<file path="src/rtl/regfile_pkg.sv">
// Shared types and constants for the register-file writeback path.
// Optional build macro used by the top level: WB_ZERO_REG_FILTER_EN.
package regfile_pkg;

  localparam int REG_ADDR_W    = 5;
  localparam int NUM_REGS      = 32;
  localparam int WB_DATA_MAX_W = 64;

  localparam logic [REG_ADDR_W-1:0] ZERO_REG = 5'd31;

  // The data field is sized for the widest supported writeback; narrower
  // builds use the low DATA_W bits.
  typedef struct packed {
    logic                     valid;
    logic [REG_ADDR_W-1:0]    addr;
    logic [WB_DATA_MAX_W-1:0] data;
  } wb_req_t;

  typedef enum logic [0:0] {
    PRIO0  = 1'b0,
    FORCE1 = 1'b1
  } arb_state_t;

  function automatic logic [NUM_REGS-1:0] reg_onehot(input logic [REG_ADDR_W-1:0] addr);
    reg_onehot = {{(NUM_REGS-1){1'b0}}, 1'b1} << addr;
  endfunction

endpackage

</file>
<file path="src/rtl/wb_scoreboard.sv">
// Pending-write scoreboard: one busy flop per architectural register.
// Issue sets a bit, an accepted writeback clears it; set wins, XZR never pending.
module wb_scoreboard
  import regfile_pkg::*;
(
  input  logic                  clk,
  input  logic                  reset,
  input  logic                  set_en,
  input  logic [REG_ADDR_W-1:0] set_addr,
  input  logic                  clr_en,
  input  logic [REG_ADDR_W-1:0] clr_addr,
  output logic [NUM_REGS-1:0]   busy
);

  logic [NUM_REGS-1:0] set_mask_s;
  logic [NUM_REGS-1:0] clr_mask_s;
  logic [NUM_REGS-1:0] busy_next_s;
  logic [NUM_REGS-1:0] busy_r;

  // Set/clear decode and next-state merge
  always_comb begin
    set_mask_s  = {NUM_REGS{1'b0}};
    clr_mask_s  = {NUM_REGS{1'b0}};
    if (set_en) begin
      set_mask_s = reg_onehot(set_addr);
    end else begin
      set_mask_s = {NUM_REGS{1'b0}};
    end
    if (clr_en) begin
      clr_mask_s = reg_onehot(clr_addr);
    end else begin
      clr_mask_s = {NUM_REGS{1'b0}};
    end
    busy_next_s           = (busy_r & ~clr_mask_s) | set_mask_s;
    busy_next_s[ZERO_REG] = 1'b0;
  end

  // Busy flops
  always_ff @(posedge clk) begin
    if (reset) begin
      busy_r <= {NUM_REGS{1'b0}};
    end else begin
      busy_r <= busy_next_s;
    end
  end

  assign busy = busy_r;

endmodule

</file>
<file path="src/rtl/regfile_wb_arbiter.sv">
// Arbitrates the single register-file write port between pipeline WB (req0) and
// the multi-cycle unit (req1). Build macro: WB_ZERO_REG_FILTER_EN suppresses XZR writes.
module regfile_wb_arbiter
  import regfile_pkg::*;
#(
  parameter int DATA_W   = 64,
  parameter int MAX_WAIT = 3
) (
  input  logic                  clk,
  input  logic                  reset,
  input  logic                  req0_valid,
  input  logic [REG_ADDR_W-1:0] req0_addr,
  input  logic [DATA_W-1:0]     req0_data,
  output logic                  req0_ready,
  input  logic                  req1_valid,
  input  logic [REG_ADDR_W-1:0] req1_addr,
  input  logic [DATA_W-1:0]     req1_data,
  output logic                  req1_ready,
  input  logic                  iss_valid,
  input  logic [REG_ADDR_W-1:0] iss_addr,
  output logic                  RegWrite,
  output logic [REG_ADDR_W-1:0] wr_addr,
  output logic [DATA_W-1:0]     wr_data,
  output logic [NUM_REGS-1:0]   busy
);

  localparam int                CNT_W   = $clog2(MAX_WAIT + 1);
  localparam logic [CNT_W-1:0]  MAX_CNT = CNT_W'(MAX_WAIT);

  arb_state_t            state_r;
  logic [CNT_W-1:0]      wait_cnt_r;
  logic [CNT_W-1:0]      cnt_inc_s;
  logic                  req0_ready_s;
  logic                  req1_ready_s;
  logic                  wr_en_s;
  wb_req_t               sel_req_s;
  logic                  reg_write_r;
  logic [REG_ADDR_W-1:0] wr_addr_r;
  logic [DATA_W-1:0]     wr_data_r;

  // Grant decode: ready only ever follows valid, and nothing is granted in reset
  always_comb begin
    req0_ready_s = 1'b0;
    req1_ready_s = 1'b0;
    if (reset) begin
      req0_ready_s = 1'b0;
      req1_ready_s = 1'b0;
    end else if (state_r == FORCE1) begin
      req0_ready_s = 1'b0;
      req1_ready_s = req1_valid;
    end else begin
      req0_ready_s = req0_valid;
      req1_ready_s = req1_valid && !req0_valid;
    end
  end

  // Winning request mux
  always_comb begin
    sel_req_s = '{valid: 1'b0, addr: {REG_ADDR_W{1'b0}}, data: {WB_DATA_MAX_W{1'b0}}};
    if (req1_ready_s) begin
      sel_req_s = '{valid: 1'b1, addr: req1_addr, data: WB_DATA_MAX_W'(req1_data)};
    end else if (req0_ready_s) begin
      sel_req_s = '{valid: 1'b1, addr: req0_addr, data: WB_DATA_MAX_W'(req0_data)};
    end else begin
      sel_req_s = '{valid: 1'b0, addr: {REG_ADDR_W{1'b0}}, data: {WB_DATA_MAX_W{1'b0}}};
    end
  end

`ifdef WB_ZERO_REG_FILTER_EN
  assign wr_en_s = sel_req_s.valid && (sel_req_s.addr != ZERO_REG);
`else
  assign wr_en_s = sel_req_s.valid;
`endif

  assign cnt_inc_s = wait_cnt_r + CNT_W'(1);

  // Arbitration FSM, starvation counter and registered write port
  always_ff @(posedge clk) begin
    if (reset) begin
      state_r     <= PRIO0;
      wait_cnt_r  <= {CNT_W{1'b0}};
      reg_write_r <= 1'b0;
      wr_addr_r   <= {REG_ADDR_W{1'b0}};
      wr_data_r   <= {DATA_W{1'b0}};
    end else begin
      reg_write_r <= wr_en_s;
      if (sel_req_s.valid) begin
        wr_addr_r <= sel_req_s.addr;
        wr_data_r <= sel_req_s.data[DATA_W-1:0];
      end else begin
        wr_addr_r <= wr_addr_r;
        wr_data_r <= wr_data_r;
      end
      case (state_r)
        PRIO0: begin
          if (!req1_valid || req1_ready_s) begin
            wait_cnt_r <= {CNT_W{1'b0}};
          end else if (cnt_inc_s == MAX_CNT) begin
            wait_cnt_r <= cnt_inc_s;
            state_r    <= FORCE1;
          end else begin
            wait_cnt_r <= cnt_inc_s;
          end
        end
        FORCE1: begin
          // A withdrawn req1 also releases the force so req0 cannot be starved.
          if (req1_ready_s || !req1_valid) begin
            wait_cnt_r <= {CNT_W{1'b0}};
            state_r    <= PRIO0;
          end else begin
            wait_cnt_r <= wait_cnt_r;
          end
        end
        default: begin
          wait_cnt_r <= {CNT_W{1'b0}};
          state_r    <= PRIO0;
        end
      endcase
    end
  end

  wb_scoreboard u_scoreboard (
    .clk      (clk),
    .reset    (reset),
    .set_en   (iss_valid),
    .set_addr (iss_addr),
    .clr_en   (sel_req_s.valid),
    .clr_addr (sel_req_s.addr),
    .busy     (busy)
  );

  assign req0_ready = req0_ready_s;
  assign req1_ready = req1_ready_s;
  assign RegWrite   = reg_write_r;
  assign wr_addr    = wr_addr_r;
  assign wr_data    = wr_data_r;

endmodule

</file>
<file path="config.mk">
export PLATFORM = sky130hd
export DESIGN_NAME = regfile_wb_arbiter
export DESIGN_NICKNAME = d
export VERILOG_FILES = /design/src/rtl/regfile_pkg.sv /design/src/rtl/wb_scoreboard.sv /design/src/rtl/regfile_wb_arbiter.sv
export SDC_FILE = /design/constraint.sdc
export NUM_CORES = 1
export LEC_CHECK = 0
export ABC_AREA = 0
export BUFFER_PORTS_ARGS = -buffer_cell sky130_fd_sc_hd__buf_4
export CAP_MARGIN = 20
export CORE_MARGIN = 1
export CORE_UTILIZATION = 43
export CTS_BUF_LIST = sky130_fd_sc_hd__clkbuf_4
export CTS_CLUSTER_DIAMETER = 120
export CTS_CLUSTER_SIZE = 10
export DETAILED_ROUTE_END_ITERATION = 8
export HOLD_SLACK_MARGIN = 0.08
export PLACE_DENSITY = 0.78
export SYNTH_ARGS = -nofsm -noshare
export SYNTH_HDL_FRONTEND = slang
export SYNTH_SLANG_ARGS = --single-unit
</file>
<file path="constraint.sdc">
create_clock -name clk -period 1.3 [get_ports clk]
set_input_delay 0.26 -clock clk [delete_from_list [all_inputs] [get_ports clk]]
set_output_delay 0.26 -clock clk [all_outputs]
set_load 0.02 [all_outputs]
</file>
==> qor.yml, run 1 <==
cts:
  cts_buffers: 9
  cts_buffer_depth: 2
  cts_root_buf: "clkbuf_4"
  cts_sinks: 104
  cts_htree_levels: 3
synthesis:
  ys_ff_latch: 104
  synth_area_leaders: "dfxtp_1 (42%), mux2i_1 (13%), a211oi_1 (12%)"
  synth_cell_types: 46
  avgSynthCellArea_sq_um: 9.28
  synth_top_cell_by_area: "dfxtp_1"
  netlist_instances: 536
  synth_top_area_share_pct: 41.9
  synth_nets: 685
  synth_seq_area_share_pct: 41.9
  synth_area_sq_um: 4970
  synthesis.yosys.warnings: 0
sta:
  grt_worst_setup_endpoint: "req1_ready"
  worstEndpointType: "output port"
grt:
  gr-usage-all-layers_pct: 62.4
  grt_max_degree: 70
  grt-ovfl-total: 2
placed_design:
  dp_slack_ns: -0.288
  numPortBuffers: 250
  dp_hpwl_mm: 12.6
  placed_cell_area_sq_um: 7120
  post-place-cells: 927
  place_congestion: 0.918
floorplanning:
  num_io_pins: 252
  start_util_pct: 45.1
  die_x_microns: 110
  die_h_microns: 110
  core.rowCount: 38
run_status:
  stop_error: "[ERROR GRT-0232] Routing congestion too high. Check the congestion heatmap in the GUI."
  haltStage: "5_1_grt"
  status: "did not finish"
-- routing by layer --
metal | GRT usage, % | overflow
met5 | 0 | 0
met2 | 88.6 | 1
met4 | 59.6 | 1
met1 | 63.7 | 0
met3 | 35.8 | 0
-- stage by stage --
step | hold slack [ns] | TNS [ns] | util [%]
2_1_floorplan | 0.392 | -5.09 | -
3_3_place_gp | 0.400 | -9.09 | 64.6
3_5_place_dp | 0.412 | -13.31 | 64.6
4_1_cts | 0.0842 | -11.07 | 83.3
-- kinds of logic after synthesis --
logic type	count (synthesis)	share of synthesized area, %
compound gates	158	21.8
simple gates	157	15.5
flops	104	41.9
mux	67	13.5
buf+inv	48	6.99
fa+ha+maj	1	0.252
other cells	1	0.0754
-- what timing repair did --
item | in CTS
resized for setup | 197
hold endpoints to repair | 66
buffers inserted | 20
hold buffers | 106
endpoints found under the setup margin | 140
gates cloned | 4
pin swaps | 9
-- synth_stat cells, drive strengths merged --
cell,count
nand4b,7
and3b,2
and2,1
nor2b,3
clkbuf,27
ha,1
a311oi,6
a31oi,5
mux2i,67
nand3,6
nor2,103
and3,1
buf,18
nand4,3
or4,1
a21oi,45
nor3b,3
nand4bb,3
nor3,2
nand3b,4
o21ai,17
nor4b,1
nand2,10
dfxtp,104
nor4,2
o21ba,1
a211oi,81
nand2b,4
conb,1
or2,1
a2bb2oi,3
inv,3
==> run 2, diff against run 1 <==
--- a/config.mk
+++ b/config.mk
@@ -9,13 +9,9 @@
 export BUFFER_PORTS_ARGS = -buffer_cell sky130_fd_sc_hd__buf_4
 export CAP_MARGIN = 20
 export CORE_MARGIN = 1
-export CORE_UTILIZATION = 43
-export CTS_BUF_LIST = sky130_fd_sc_hd__clkbuf_4
-export CTS_CLUSTER_DIAMETER = 120
-export CTS_CLUSTER_SIZE = 10
+export CORE_UTILIZATION = 40
 export DETAILED_ROUTE_END_ITERATION = 8
-export HOLD_SLACK_MARGIN = 0.08
-export PLACE_DENSITY = 0.78
+export PLACE_DENSITY_LB_ADDON = 0.15
 export SYNTH_ARGS = -nofsm -noshare
 export SYNTH_HDL_FRONTEND = slang
 export SYNTH_SLANG_ARGS = --single-unit
==> constraint.sdc (replaced) <==
create_clock -name clk -period 1.7 [get_ports clk]
set_input_delay 0.34 -clock clk [delete_from_list [all_inputs] [get_ports clk]]
set_output_delay 0.34 -clock clk [all_outputs]
set_load 0.02 [all_outputs]
==> qor.yml, run 2 <==
floorplanning:
  die_h_microns: 114  # +3.6%
  die_x_microns: 114  # +3.6%
  core_area_sq_um: 12100
  start_util_pct: 41.2  # -3.9 points
  dieArea_sq_um: 12900
  core.rowCount: 40  # +5.3%
  num_io_pins: 252  # unchanged
grt:
  grt_max_degree: 91
  grt_pass1_vias: 4733
  grt-ovfl-total: 0
  grt_pass1_wl_mm: 23.6
  antenna_found_initial: 0
  gr-usage-all-layers_pct: 23.3
worst_setup_path:
  reg2reg_depth: 7
  cp_max_fo: 23
  critical_path_buf_inv_count: 2
  crit_slowest_cell: "dfxtp_1"
  cp_top_family: "flip-flops"
  crit_required_ns: 1.36
  r2r-end: "u_scoreboard.busy[17]"
  rr_startpoint: "state_r"
  crit_type: "flop to output port"
  slowest_delay_ns: 0.32
  crit_arrival_ns: 1.27
  cp_cell_sequence: "nand2b_4, buf_8, and2_1, buf_4"
  setup.worst_path.start: "state_r"
  r2r_setup_slack_ns: 0.11
  endpoint_kind: "output port"
  startpoint_type: "flop"
layout:
  layout-drive-gt1-share_pct: 39.4
  layout_commonest_cell: "buf_4"
  final_cell_mix: "buf_4 (281), dfxtp_1 (104), nor2_1 (103)"
  nNetsFinal: 936
  largest_register_ffs: 64
  fillerInstances: 1081
  multi_input_area_sq_um: 2550
  areaGrowthSynthToFinish_pct: 47.6
  regArea_sq_um: 2080
  diodes: 0
  final_cells: 960
  utilization_pct: 60.9
sta:
  finalCritPeriodShare_pct: 94.9
  rsz0062_at_grt: "false"
  finalHoldViolations: 0
  max_clock_freq_mhz: 620
  finalMaxSlewViolations: 0
  skew_ns: 0.00530
  setup_viol: 0
  fin_crit_ns: 1.61
  setup_tns_ns: 0
cts:
  clock_latency_ns: 0.34
  cts_sinks: 104  # unchanged
  cts_buffers: 9  # unchanged
  clk_pin_slew_ns: 0.07
  cts_root_buf: "clkbuf_16"
  cts_buffer_depth: 2  # unchanged
  cts_htree_levels: 3  # unchanged
  cts_tree: "built"
synthesis:
  synthesis.yosys.warnings: 0  # unchanged
  yosysMostFrequentCell: "dfxtp_1"
  synth_cell_types: 46  # unchanged
  synth_seq_area_share_pct: 41.9  # unchanged
  synth_nets: 685  # unchanged
  netlist_instances: 536  # unchanged
  async_flop_share_pct: 0  # unchanged
  synth_area_sq_um: 4970  # unchanged
  ys_ff_latch: 104  # unchanged
  synth_area_leaders: "dfxtp_1 (42%), mux2i_1 (13%), a211oi_1 (12%)"
  synth_top_cell_by_area: "dfxtp_1"
  synthFlopType: "dfxtp_1"
  synth_top_cells_by_count: "dfxtp_1 (104), nor2_1 (103), a211oi_1 (79)"
  avgSynthCellArea_sq_um: 9.28  # unchanged
  synth_edf_count: 0  # unchanged
  synth_top_area_share_pct: 41.9  # unchanged
worst_hold_path:
  min_from: "req0_data[47]"
  hold_path_class: "input port to flop"
  holdPathStages: 3
  holdPathEnd: "wr_data[47]"
power:
  switchingPower_uw: 1600
  intPower_uw: 4430
  power_density_nw_per_um2: 821
  ir_worst_vdd_mv: 0.478
  leakagePower_uw: 0.00336
  seq_power_share_pct: 44.0
  pwr-share-comb_pct: 21.0
  netSwitchingFraction_pct: 26.5
  power_frac_clock_pct: 35.0
drt:
  drc: 0
  wl_per_cell_microns: 15.9
  wirelength_mm: 15.3
  vias: 5015
  dr.first_iter.drc_count: 380
  via_per_inst: 5.22
  ant_nets: 0
  first_pass_iters: 6
placed_design:
  post-place-cells: 940  # +1.4%
  dp_hpwl_mm: 11.3  # -11%
  numPortBuffers: 250  # unchanged
  place_congestion: 0.836  # -8.9%
run_status:
  status: "finished, final reports clean"
job:
  drv_cap: 0
run 2: cell counts after synthesis:
Identical to the previous run, type by type.
run 2: per-stage QoR:
step / hold slack, ns / total power [uW] / instance area [sq um] / setup WS (ns)
after floorplan: 0.392 / 3360 / 4970 / 0.0864
after global placement: 0.398 / 3930 / 6980 / 0.0654
after detailed placement: 0.411 / 3950 / 6980 / 0.0295
after CTS: 0.278 / 6080 / 7330 / 0.0767
after global routing: 0.281 / 6280 / 7340 / 0.0181
final: 0.286 / 6030 / 7340 / 0.0874
run 2: layer usage:
layer / track usage [%] / up-vias / part of all wire (%)
met5: 0 / - / 0
met4: 8.68 / 0 / 1.6
met3: 5.84 / 20 / 7.6
met2: 40.2 / 203 / 50
met1: 27.9 / 2318 / 41
li1: - / 2474 / -
run 2: power groups by stage:
stage | clock (uW) | sequential [uW] | combinational, uW
2_1_floorplan | 0 | 2860 | 498
3_3_place_gp | 0 | 2700 | 1230
3_5_place_dp | 0 | 2700 | 1250
4_1_cts | 2160 | 2650 | 1270
5_1_grt | 2260 | 2660 | 1360
6_report | 2110 | 2650 | 1270
run 2: logic make-up after synthesis:
family | Yosys count | share of synthesized area [%]
compound gates | 158 | 21.8
other cells | 1 | 0.0754
mux | 67 | 13.5
buf+inv | 48 | 6.99
simple gates | 157 | 15.5
flops | 104 | 41.9
fa+ha+maj | 1 | 0.252
run 2: worst max path at each step:
stage / to / cells past startpoint
2_1_floorplan: u_scoreboard.busy[14] / 5
3_3_place_gp: u_scoreboard.busy[6] / 5
3_5_place_dp: u_scoreboard.busy[22] / 5
4_1_cts: req1_ready / 4
5_1_grt: req1_ready / 4
6_report: req1_ready / 4
run 2: layout make-up:
class	instances	area share, %
flip-flops and latches	104	28.4
repair buffers	285	29.8
well taps	168	2.86
clock inverters	3	0.546
clock buffers	13	3.55
inverters	3	0.153
multi-input cells	384	34.8
run 2: worst register-to-register path: cells and delay by family, from the launching register on:
| kind | cells | cell delay (ns) |
|---|---|---|
| compound gates | 3 | 0.56 |
| buf+inv | 3 | 0.47 |
| flops | 1 | 0.31 |
| simple gates | 1 | 0.15 |
run 2: what timing repair did:
item | in CTS | in global routing
endpoints found under the setup margin | 2 | 1
resized for setup | 2 | 1
setup buffers | 4 | 0
hold buffers | 0 | 0
pin swaps | 1 | 0
No activity file was read; power rests on OpenSTA's default activity.
==> run 3, diff against run 2 <==
--- a/config.mk
+++ b/config.mk
@@ -11,7 +11,7 @@
 export CORE_MARGIN = 1
 export CORE_UTILIZATION = 40
 export DETAILED_ROUTE_END_ITERATION = 8
-export PLACE_DENSITY_LB_ADDON = 0.15
+export PLACE_DENSITY = 0.7
 export SYNTH_ARGS = -nofsm -noshare
 export SYNTH_HDL_FRONTEND = slang
 export SYNTH_SLANG_ARGS = --single-unit
==> qor.yml, run 3 (synthesis gave the netlist of run 2 again) <==
run_status:
  status: "finished, final reports clean"
job:
  drv_cap: 0  # unchanged
drt:
  wl_per_cell_microns: 16.6  # +4.1%
  wirelength_mm: 15.8  # +3.6%
  via_per_inst: 5.29  # +1.3%
  drc: 0  # unchanged
  ant_nets: 0  # unchanged
  vias: 5056  # +0.82%
  first_pass_iters: 7  # +1
  dr.first_iter.drc_count: 292  # -23%
worst_setup_path:
  endpoint_kind: "output port"
  crit_type: "flop to output port"
  crit_required_ns: 1.36  # about the same
  crit_path_frequent_cell: "buf_6"
  cp_top_family: "flip-flops"
  crit_arrival_ns: 1.27  # about the same
  cp_cell_sequence: "nand2b_4, buf_6, and2_4, buf_6"
  cp_max_fo: 6  # -74%
  slowest_delay_ns: 0.37  # +0.05 ns
  crit_slowest_cell: "dfxtp_4"
  critical_path_buf_inv_count: 2  # unchanged
  startpoint_type: "flop"
cts:
  clk_pin_slew_ns: 0.07  # about the same
  cts_buffer_depth: 2  # unchanged
  cts_hold_buffers: 0  # unchanged
  cts_buffers: 9  # unchanged
  cts_sinks: 104  # unchanged
  cts_tree: "built"
  cts_root_buf: "clkbuf_16"
  clock_latency_ns: 0.35  # about the same
  cts_htree_levels: 3  # unchanged
floorplanning:
  core_area_sq_um: 12100  # unchanged
  die_h_microns: 114  # unchanged
  dieArea_sq_um: 12900  # unchanged
  start_util_pct: 41.2  # unchanged
  die_x_microns: 114  # unchanged
  core.rowCount: 40  # unchanged
  num_io_pins: 252  # unchanged
layout:
  diodes: 0  # unchanged
  nNetsFinal: 931  # -0.53%
  largest_register_ffs: 64  # unchanged
  postLayoutCellArea_sq_um: 7370  # +0.36%
  layout-drive-gt1-share_pct: 39.8  # +0.38 points
  layout_commonest_cell: "buf_4"
  multi_input_area_sq_um: 2550  # +0.15%
  areaGrowthSynthToFinish_pct: 48.1
  fillerInstances: 1032  # -4.5%
  final_cell_mix: "buf_4 (275), dfxtp_1 (103), nor2_1 (103)"
  regArea_sq_um: 2090  # +0.18%
placed_design:
  place_congestion: 0.904  # +8.1%
  placed_cell_area_sq_um: 6970  # -0.22%
  dp_hpwl_mm: 11.8  # +4.5%
  numPortBuffers: 250  # unchanged
power:
  intPower_uw: 4760  # +7.6%
  netSwitchingFraction_pct: 25.5  # -1.0 points
  power_frac_clock_pct: 38.7  # +3.7 points
  seq_power_share_pct: 41.4  # -2.6 points
  fin_total_pwr_uw: 6390  # +6.1%
  pwr-share-comb_pct: 19.8  # -1.2 points
  switchingPower_uw: 1630  # +2.1%
  power_density_nw_per_um2: 868  # +5.7%
  ir_worst_vdd_mv: 0.433  # -9.4%
  leakagePower_uw: 0.00337  # +0.12%
sta:
  worst_pin_slew_ns: 0.687
  skew_ns: 0.0101  # +0.00480 ns
  max_clock_freq_mhz: 621  # about the same
  finalMaxSlewViolations: 0  # unchanged
  setup_viol: 0  # unchanged
  finalCritPeriodShare_pct: 94.8  # about the same
  setup_tns_ns: 0  # unchanged
  finalHoldViolations: 0  # unchanged
  slew_headroom_pct: 54.2
  rsz0062_at_grt: "false"
  fin_crit_ns: 1.61  # -0.00122 ns
worst_hold_path:
  hold_path_class: "input port to flop"
grt:
  grt_max_degree: 73  # -20%
  antenna_found_initial: 0  # unchanged
  gr-usage-all-layers_pct: 24.5  # +1.2 points
  grt_pass1_wl_mm: 24.6  # +4.3%
  grt_pass1_vias: 4909  # +3.7%
  grt-ovfl-total: 0  # unchanged
-- run 3: cell types whose count changed in the layout (fill, tap and decap cells not counted), sizes merged --
cell | before | now
clkinv | 2 | 1
buf | 285 | 280
bufinv | 1 | 3
clkbuf | 13 | 12
-- run 3: layout make-up --
type / count / area share, %
tap: 168 / 2.85
inverter: 3 / 0.153
multi-input combinational: 384 / 34.7
timing repair buffer: 280 / 29.0
clock buffer: 12 / 3.62
sequential: 104 / 28.3
clock inverter: 4 / 1.34
-- run 3: repair_timing --
item,CTS,global route
endpoints found under the hold margin,0,0
setup endpoints to repair,1,7
gates resized for setup,2,6
buffers inserted,1,0
pin swaps,0,0
-- run 3: metal layers --
metal	vias to the layer above	routed length, microns	global-route usage (%)
li1	2456	-	-
met5	-	0	0
met4	0	472	11.9
met1	2349	6480	28.5
met3	36	1310	7.17
met2	215	7550	41.3
-- run 3: path summary, 6_finish.rpt --
path                               end          start  cells past startpoint  slack [ns]
setup / recovery            req1_ready        state_r                      4        0.09
hold / removal              wr_addr[0]          reset                      2        0.25
setup reg to reg  u_scoreboard.busy[2]        state_r                      5        0.11
hold reg to reg          wait_cnt_r[0]  wait_cnt_r[0]                      1        0.42
-- run 3: power by group through the flow --
stage          Clock [uW]  Sequential [uW]  Combinational, uW
2_1_floorplan           0             2860                498
3_3_place_gp            0             2700               1230
3_5_place_dp            0             2700               1260
4_1_cts              2530             2650               1270
5_1_grt              2650             2670               1350
6_report             2480             2650               1270
-- run 3: metrics by stage --
stage               instances  util (%)  hold slack (ns)  setup WS (ns)
floorplan                 536         -            0.392         0.0864
global placement          938      57.8            0.398          0.105
detailed placement        938      57.8            0.414         0.0326
CTS                       955      60.9            0.246        0.00694
global route              955      61.1            0.258         0.0322
finish                    955      61.1            0.254         0.0886
